## config.mk

```make
export PLATFORM = sky130hd
export DESIGN_NAME = seq_divider_flat
export DESIGN_NICKNAME = d
export VERILOG_FILES = /design/src/rtl/seq_divider_if.sv /design/src/rtl/seq_divider.sv /design/src/flat_wrapper.sv
export SDC_FILE = /design/constraint.sdc
export NUM_CORES = 1
export LEC_CHECK = 0
export BUFFER_PORTS_ARGS = -buffer_cell sky130_fd_sc_hd__clkbuf_2
export CAP_MARGIN = 20
export CORE_ASPECT_RATIO = 0.9
export CORE_MARGIN = 2
export CORE_UTILIZATION = 64
export CTS_CLUSTER_DIAMETER = 40
export CTS_CLUSTER_SIZE = 30
export DETAILED_ROUTE_END_ITERATION = 16
export PLACE_DENSITY = 0.88
export SKIP_CTS_REPAIR_TIMING = 1
export SLEW_MARGIN = 25
export SYNTH_ARGS = -nofsm -noshare
export SYNTH_HDL_FRONTEND = slang
export SYNTH_SLANG_ARGS = --single-unit
```

## constraint.sdc

```tcl
create_clock -name clk -period 7.9 [get_ports clk]
set_input_delay 0.395 -clock clk [delete_from_list [all_inputs] [get_ports clk]]
set_output_delay 0.395 -clock clk [all_outputs]
set_load 0.03 [all_outputs]
```

## src/rtl/seq_divider_if.sv

```systemverilog
// Handshake bundle between a divider and its producer/consumer.
// The master side drives operands and accepts results; the slave side is the divider.
interface seq_divider_if #(
    parameter int BITWIDTH = 16
);
    logic                in_valid;
    logic                in_ready;
    logic [BITWIDTH-1:0] a;
    logic [BITWIDTH-1:0] b;
    logic                out_valid;
    logic                out_ready;
    logic [BITWIDTH-1:0] quotient;
    logic [BITWIDTH-1:0] remainder;
    logic                div_by_zero;
    logic                overflow;

    modport master (
        output in_valid, a, b, out_ready,
        input  in_ready, out_valid, quotient, remainder, div_by_zero, overflow
    );

    modport slave (
        input  in_valid, a, b, out_ready,
        output in_ready, out_valid, quotient, remainder, div_by_zero, overflow
    );
endinterface

```

## src/rtl/seq_divider.sv

```systemverilog
// Multi-cycle restoring divider with quotient/remainder, optional two's-complement
// operands, UNROLL quotient bits resolved per cycle, and valid/ready on both sides.
// One operation is in flight at a time: IDLE accepts, CALC iterates, DONE holds results.
module seq_divider #(
    parameter int BITWIDTH = 16,
    parameter int SIGNED   = 1,
    parameter int UNROLL   = 1
) (
    input  logic           clk,
    input  logic           rst_n,
    seq_divider_if.slave   bus
);

    localparam int W        = BITWIDTH;
    localparam int STEPS    = (UNROLL > 0) ? (BITWIDTH / UNROLL) : 1;
    localparam int CNT_W    = $clog2(STEPS + 1);
    localparam bit IS_SIGNED = (SIGNED != 0);
    localparam logic [W-1:0] ONE     = {{(W-1){1'b0}}, 1'b1};
    localparam logic [W-1:0] MOST_NEG = {1'b1, {(W-1){1'b0}}};

    if (BITWIDTH < 2) begin : g_bad_width
        $error("seq_divider: BITWIDTH must be at least 2");
    end
    if (UNROLL < 1) begin : g_bad_unroll
        $error("seq_divider: UNROLL must be at least 1");
    end else if ((BITWIDTH % UNROLL) != 0) begin : g_bad_split
        $error("seq_divider: UNROLL must divide BITWIDTH evenly");
    end

    typedef enum logic [1:0] {
        IDLE = 2'd0,
        CALC = 2'd1,
        DONE = 2'd2
    } state_t;

    state_t state_q, state_d;

    // Working registers of the iteration
    logic [W-1:0]   dvd_q, dvd_d;        // dividend magnitude, consumed MSB first
    logic [W-1:0]   dvs_q, dvs_d;        // divisor magnitude
    logic [W:0]     prem_q, prem_d;      // partial remainder, one extra bit for the shift carry
    logic [W-1:0]   quo_q, quo_d;        // quotient magnitude being assembled
    logic [CNT_W-1:0] cnt_q, cnt_d;      // CALC cycles still to run
    logic           qneg_q, qneg_d;
    logic           rneg_q, rneg_d;
    logic           ovf_pend_q, ovf_pend_d;
    logic           dz_pend_q, dz_pend_d;

    // Result registers presented on the bus
    logic [W-1:0]   quot_q, quot_d;
    logic [W-1:0]   rem_q, rem_d;
    logic           dz_q, dz_d;
    logic           ovf_q, ovf_d;

    logic           accept;
    logic           finish;
    logic           a_neg, b_neg;
    logic [W-1:0]   a_mag, b_mag;
    logic [W:0]     step_prem;
    logic [W-1:0]   step_dvd;
    logic [W-1:0]   step_quo;

    function automatic logic [W-1:0] negate(input logic [W-1:0] x);
        return ~x + ONE;
    endfunction

    assign accept = bus.in_valid && (state_q == IDLE);
    // A divide-by-zero skips the iteration and completes on its first CALC edge.
    assign finish = (state_q == CALC) && (dz_pend_q || (cnt_q == CNT_W'(1)));

    assign a_neg = IS_SIGNED && bus.a[W-1];
    assign b_neg = IS_SIGNED && bus.b[W-1];
    // Negating the most-negative value yields 100..0, which is its correct unsigned magnitude.
    assign a_mag = a_neg ? negate(bus.a) : bus.a;
    assign b_mag = b_neg ? negate(bus.b) : bus.b;

    assign bus.quotient    = quot_q;
    assign bus.remainder   = rem_q;
    assign bus.div_by_zero = dz_q;
    assign bus.overflow    = ovf_q;

    // State register
    always_ff @(posedge clk or negedge rst_n) begin
        if (!rst_n) begin
            state_q <= IDLE;
        end else begin
            state_q <= state_d;
        end
    end

    // Next-state logic
    always_comb begin
        state_d = state_q;
        case (state_q)
            IDLE:    if (accept) state_d = CALC;
            CALC:    if (finish) state_d = DONE;
            DONE:    if (bus.out_ready) state_d = IDLE;
            default: state_d = IDLE;
        endcase
    end

    // Handshake outputs depend on state only, so neither valid nor ready sees the opposite side combinationally
    always_comb begin
        bus.in_ready  = (state_q == IDLE);
        bus.out_valid = (state_q == DONE);
    end

    // UNROLL chained restoring steps: shift in the next dividend bit, trial-subtract, keep if non-negative
    always_comb begin
        logic [W:0]   p;
        logic [W-1:0] d;
        logic [W-1:0] qq;
        logic [W+1:0] diff;
        p    = prem_q;
        d    = dvd_q;
        qq   = quo_q;
        diff = '0;
        for (int i = 0; i < UNROLL; i++) begin
            p    = {p[W-1:0], d[W-1]};
            d    = {d[W-2:0], 1'b0};
            diff = {1'b0, p} - {2'b00, dvs_q};
            if (!diff[W+1]) begin
                p  = diff[W:0];
                qq = {qq[W-2:0], 1'b1};
            end else begin
                qq = {qq[W-2:0], 1'b0};
            end
        end
        step_prem = p;
        step_dvd  = d;
        step_quo  = qq;
    end

    // Datapath next-state: operand capture on accept, iteration in CALC, sign-corrected results on the last cycle
    always_comb begin
        dvd_d      = dvd_q;
        dvs_d      = dvs_q;
        prem_d     = prem_q;
        quo_d      = quo_q;
        cnt_d      = cnt_q;
        qneg_d     = qneg_q;
        rneg_d     = rneg_q;
        ovf_pend_d = ovf_pend_q;
        dz_pend_d  = dz_pend_q;
        quot_d     = quot_q;
        rem_d      = rem_q;
        dz_d       = dz_q;
        ovf_d      = ovf_q;

        if (accept) begin
            dz_d       = 1'b0;
            ovf_d      = 1'b0;
            dz_pend_d  = (bus.b == '0);
            // A zero divisor keeps the raw dividend so it can be returned as the remainder.
            dvd_d      = (bus.b == '0) ? bus.a : a_mag;
            dvs_d      = b_mag;
            prem_d     = '0;
            quo_d      = '0;
            cnt_d      = CNT_W'(STEPS);
            qneg_d     = a_neg ^ b_neg;
            rneg_d     = a_neg;
            ovf_pend_d = IS_SIGNED && (bus.a == MOST_NEG) && (bus.b == '1);
        end else if (state_q == CALC) begin
            if (dz_pend_q) begin
                quot_d = '1;
                rem_d  = dvd_q;
                dz_d   = 1'b1;
                ovf_d  = 1'b0;
            end else begin
                prem_d = step_prem;
                dvd_d  = step_dvd;
                quo_d  = step_quo;
                cnt_d  = cnt_q - CNT_W'(1);
                if (cnt_q == CNT_W'(1)) begin
                    quot_d = qneg_q ? negate(step_quo) : step_quo;
                    rem_d  = rneg_q ? negate(step_prem[W-1:0]) : step_prem[W-1:0];
                    dz_d   = 1'b0;
                    ovf_d  = ovf_pend_q;
                end
            end
        end
    end

    // Datapath registers; reset clears everything so outputs come up zeroed
    always_ff @(posedge clk or negedge rst_n) begin
        if (!rst_n) begin
            dvd_q      <= '0;
            dvs_q      <= '0;
            prem_q     <= '0;
            quo_q      <= '0;
            cnt_q      <= '0;
            qneg_q     <= 1'b0;
            rneg_q     <= 1'b0;
            ovf_pend_q <= 1'b0;
            dz_pend_q  <= 1'b0;
            quot_q     <= '0;
            rem_q      <= '0;
            dz_q       <= 1'b0;
            ovf_q      <= 1'b0;
        end else begin
            dvd_q      <= dvd_d;
            dvs_q      <= dvs_d;
            prem_q     <= prem_d;
            quo_q      <= quo_d;
            cnt_q      <= cnt_d;
            qneg_q     <= qneg_d;
            rneg_q     <= rneg_d;
            ovf_pend_q <= ovf_pend_d;
            dz_pend_q  <= dz_pend_d;
            quot_q     <= quot_d;
            rem_q      <= rem_d;
            dz_q       <= dz_d;
            ovf_q      <= ovf_d;
        end
    end

endmodule

```

## src/flat_wrapper.sv

```systemverilog
// flat-port wrapper written by rule: the top's interface ports become plain ports
module seq_divider_flat 
#(
    parameter int BITWIDTH = 16,
    parameter int SIGNED   = 1,
    parameter int UNROLL   = 1
)
  (clk, rst_n, bus_in_valid, bus_a, bus_b, bus_out_ready, bus_in_ready, bus_out_valid, bus_quotient, bus_remainder, bus_div_by_zero, bus_overflow);
  seq_divider_if #(.BITWIDTH(BITWIDTH)) bus_i ();
  input  logic clk;
  input  logic rst_n;
  input wire logic [$bits(bus_i.in_valid)-1:0] bus_in_valid;
  input wire logic [$bits(bus_i.a)-1:0] bus_a;
  input wire logic [$bits(bus_i.b)-1:0] bus_b;
  input wire logic [$bits(bus_i.out_ready)-1:0] bus_out_ready;
  output wire logic [$bits(bus_i.in_ready)-1:0] bus_in_ready;
  output wire logic [$bits(bus_i.out_valid)-1:0] bus_out_valid;
  output wire logic [$bits(bus_i.quotient)-1:0] bus_quotient;
  output wire logic [$bits(bus_i.remainder)-1:0] bus_remainder;
  output wire logic [$bits(bus_i.div_by_zero)-1:0] bus_div_by_zero;
  output wire logic [$bits(bus_i.overflow)-1:0] bus_overflow;
  assign bus_i.in_valid = bus_in_valid;
  assign bus_i.a = bus_a;
  assign bus_i.b = bus_b;
  assign bus_i.out_ready = bus_out_ready;
  assign bus_in_ready = bus_i.in_ready;
  assign bus_out_valid = bus_i.out_valid;
  assign bus_quotient = bus_i.quotient;
  assign bus_remainder = bus_i.remainder;
  assign bus_div_by_zero = bus_i.div_by_zero;
  assign bus_overflow = bus_i.overflow;
  seq_divider #(.BITWIDTH(BITWIDTH), .SIGNED(SIGNED), .UNROLL(UNROLL)) u_core (.clk(clk), .rst_n(rst_n), .bus(bus_i));
endmodule
```

==> summary.md <==
| Metric | Value |
|---|---|
| Ys flop type | `dfrtp_1` |
| Tightest Hold Check Type | `in -> async` |
| CTS root buffer | `clkbuf_16` |
| Share of layout cells above drive strength 1 | `approximately 14%` |
| Post-route antenna net violation count | `0` |
| Critical path endpoint category | `flop` |
| Core Box Area | `10,100 um2` |
| Hold WS | `between 15 and 20 ps` |
| Yosys top cell area share | `roughly 40%` |
| DP Wirelength | `between 10 and 15 mm` |
| Setup TNS | `0 ps` |
| Cells after Synth | `730` |
| DRC viols | `0` |
| Critical Path RT | `approximately 8100 ps` |
| EDFF count, synth | `0` |
| Worst Setup SP | `u_core.prem_q[12]$_DFFE_PN0P_` |
| Fillers | `between 700 and 800` |
| Antenna violations before repair | `1` |
| Synth unique cells | `between 70 and 80` |
| Worst Tran Pin Value | `slightly below 1000 ps` |
| TritonCTS clock tree | `yes` |
| Final WL | `~17 mm` |
| Worst reg2reg endpoint | `u_core.bus.remainder[12]$_DFFE_PN0P_` |
| Worst R2R Setup Slack | `a little over 4000 ps` |
| Commonest cells in the netlist | `dfrtp_1, nand2_1, o21ai_0` |
| CP Class | `reg -> reg` |
| Number of synthesized register bits | `approximately 110` |
| Setup violations, final | `0` |
| Clk slew on worst S/H paths | `roughly 70 ps` |
| Final worst-path cycle share | `~49%` |
| Sink Count | `~110` |
| Vias in the first global route | `5,659` |
| Syn nets | `between 700 and 800` |
| Launching point of the worst reg2reg path | `u_core.prem_q[12]$_DFFE_PN0P_` |
| Max-Cap Viols | `0` |
| Seq/Total Area, Yosys | `between 40% and 50%` |
| Setup crit end | `u_core.bus.remainder[12]$_DFFE_PN0P_` |
| Dpl cells | `around 900` |
| Num CTS Buffers | `9` |
| Worst-Skew Late Latency | `roughly 360 ps` |
| Layout area overhead | `11.3%` |
| Multi-input logic area | `approximately 3600 um2` |
| Global-route wire length before repair | `approximately 27 mm` |
| Slew Viols, Final | `0` |
| Vias post-DR | `about 5,800` |
| Synth area leader | `dfrtp_1` |
| Initial core utilization | `roughly two thirds` |
| Setup Skew | `roughly 9.4 ps` |
| Gpl congestion | `around 0.94` |
| Total iterations of the first detailed-routing run | `5` |
| Synth area leaders | `dfrtp_1, o21ai_0, nand2_1` |
| Most frequent cell after synthesis | `dfrtp_1` |
| Synth Area per Inst | `8.99 um2` |
| Mapped cell area | `6560 um2` |
| Die H | `roughly 100 um` |
| WL/cell | `between 15 and 20 um` |
| Hold Fails Final Rpt | `0` |
| Finished Layout Cells | `~920` |
| Status | `finished, final reports clean` |
| Fmax | `~0.26 GHz` |
| R2R depth | `12` |
| Max FO, Critical Path | `20` |
| Element type at the critical path start | `flop` |
| Clock buffer depth | `2` |
| H-tree Lvls | `3` |
| Number of port buffers | `between 70 and 80` |
| Synth warn | `0` |
| RSZ-0062 raised after global routing | `no` |
| Sequential cell area | `~2700 um2` |
| Die area | `approximately 11,000 um2` |
| Total gr overflow | `0` |
| Slew Limit Headroom | `between 30% and 40%` |
| N_diodes | `0` |
| # rows | `35` |
| Nets | `845` |
| Clock period minus worst slack | `just under 4000 ps` |
| Arrival time worst endpoint | `between 4000 and 5000 ps` |
| GRT Util Overall | `between 30 and 40%` |
| Ys async rst share | `between 90% and 100%` |
| DIE WIDTH | `between 100 and 150 um` |
| IO Count | `just over 70` |
| Largest net degree at the start of global routing | `between 60 and 70` |
| DRT iter0 DRCs | `around 550` |
| Via-to-Cell Ratio | `roughly 6.3` |
[state kept, by name (all words and copies together) (netlist names)]
| name | flops |
|---|---|
| u_core.bus.div_by_zero | 1 |
| u_core.bus.overflow | 1 |
| u_core.bus.quotient | 16 |
| u_core.bus.remainder | 16 |
| u_core.cnt_q | 5 |
| u_core.dvd_q | 16 |
| u_core.dvs_q | 16 |
| u_core.dz_pend_q | 1 |
| u_core.ovf_pend_q | 1 |
| u_core.prem_q | 16 |
| u_core.qneg_q | 1 |
| u_core.quo_q | 15 |
| u_core.rneg_q | 1 |
| u_core.state_q | 2 |
[cells in the final DEF (no fill, tap or decap), types with 3 or more instances in the layout]
cell and n:
nand2b_1 10, clkbuf_16 9, nand4_1 7, nand2_1 85, nand3_1 6, o31ai_1 9
a21oi_1 53, a21o_1 6, nor4_1 6, o21a_1 5, o21ai_1 12, mux2i_1 11
nor2b_1 5, a22o_1 12, and3_1 6, o41ai_1 3, xnor2_1 31, ha_1 23
dfrtp_1 108, xor2_1 36, buf_4 7, nor3_1 9, or3_1 12, and2_1 4
inv_1 35, nor4b_1 3, clkbuf_2 70, o21ai_0 74, a22oi_1 15, nor2_1 53
o22ai_1 8
[worst max-delay path: stages (launching register included)]
cell	delay, ps
dfrtp_1	410
ha_1	370
and4b_4	280
nand2_1	60
o21ai_1	330
or3_4	420
clkinv_1	500
mux2_1	490
and2_2	230
a41oi_2	290
a21oi_2	80
xnor2_1	190
o22ai_1	100
[cells by family (layout without fill, tap and decap cells)]
| group | count (synthesis) | count (layout) | synth area share (%) |
|---|---|---|---|
| simple gates | 222 | 222 | 16.5 |
| xor+xnor | 67 | 67 | 8.94 |
| mux | 14 | 14 | 2.27 |
| buf+inv | 69 | 129 | 4.12 |
| fa+ha+maj | 24 | 24 | 4.69 |
| compound gates | 226 | 226 | 22.3 |
| flops | 108 | 108 | 41.2 |
[cell type report]
type                       count  share of cell area, %
clock buffer                  10                   3.27
clock inverter                 6                  0.977
inverter                      36                   1.85
multi-input combinational    553                   49.2
sequential                   108                   37.0
tap                          129                   2.21
timing repair buffer          77                   5.52
[metrics by stage]
stage | utilization [%] | worst slack [ps] | instance area (um2)
finish | 72.2 | 4030 | 7300
global placement | 69.1 | 4260 | 6990
floorplan | - | 4520 | 6560
detailed placement | 69.1 | 4110 | 6990
CTS | 72.2 | 4100 | 7300
global route | 72.2 | 3820 | 7300
[metal layers]
layer / wire (um) / vias to the layer above / GRT usage (%)
li1: - / 2695 / -
met1: 6980 / 2806 / 40.5
met4: 392 / 0 / 11.8
met5: 0 / - / 0
met2: 7830 / 274 / 50.7
met3: 1320 / 36 / 6.34
[worst min-delay path by stage]
stage	end	slack [ps]	depth (start not counted)
6_report	u_core.prem_q[10]$_DFFE_PN0P_	20	1
4_1_cts	u_core.prem_q[3]$_DFFE_PN0P_	40	1
5_1_grt	u_core.dvs_q[10]$_DFFE_PN0P_	70	1
2_1_floorplan	u_core.bus.div_by_zero$_DFFE_PN0P_	100	0
3_3_place_gp	u_core.dvs_q[10]$_DFFE_PN0P_	420	1
3_5_place_dp	u_core.dvs_q[10]$_DFFE_PN0P_	420	1
Power is left out: the tool's default activity adds up to more than one toggle a clock period on the data nets, which glitch-free logic cannot reach.
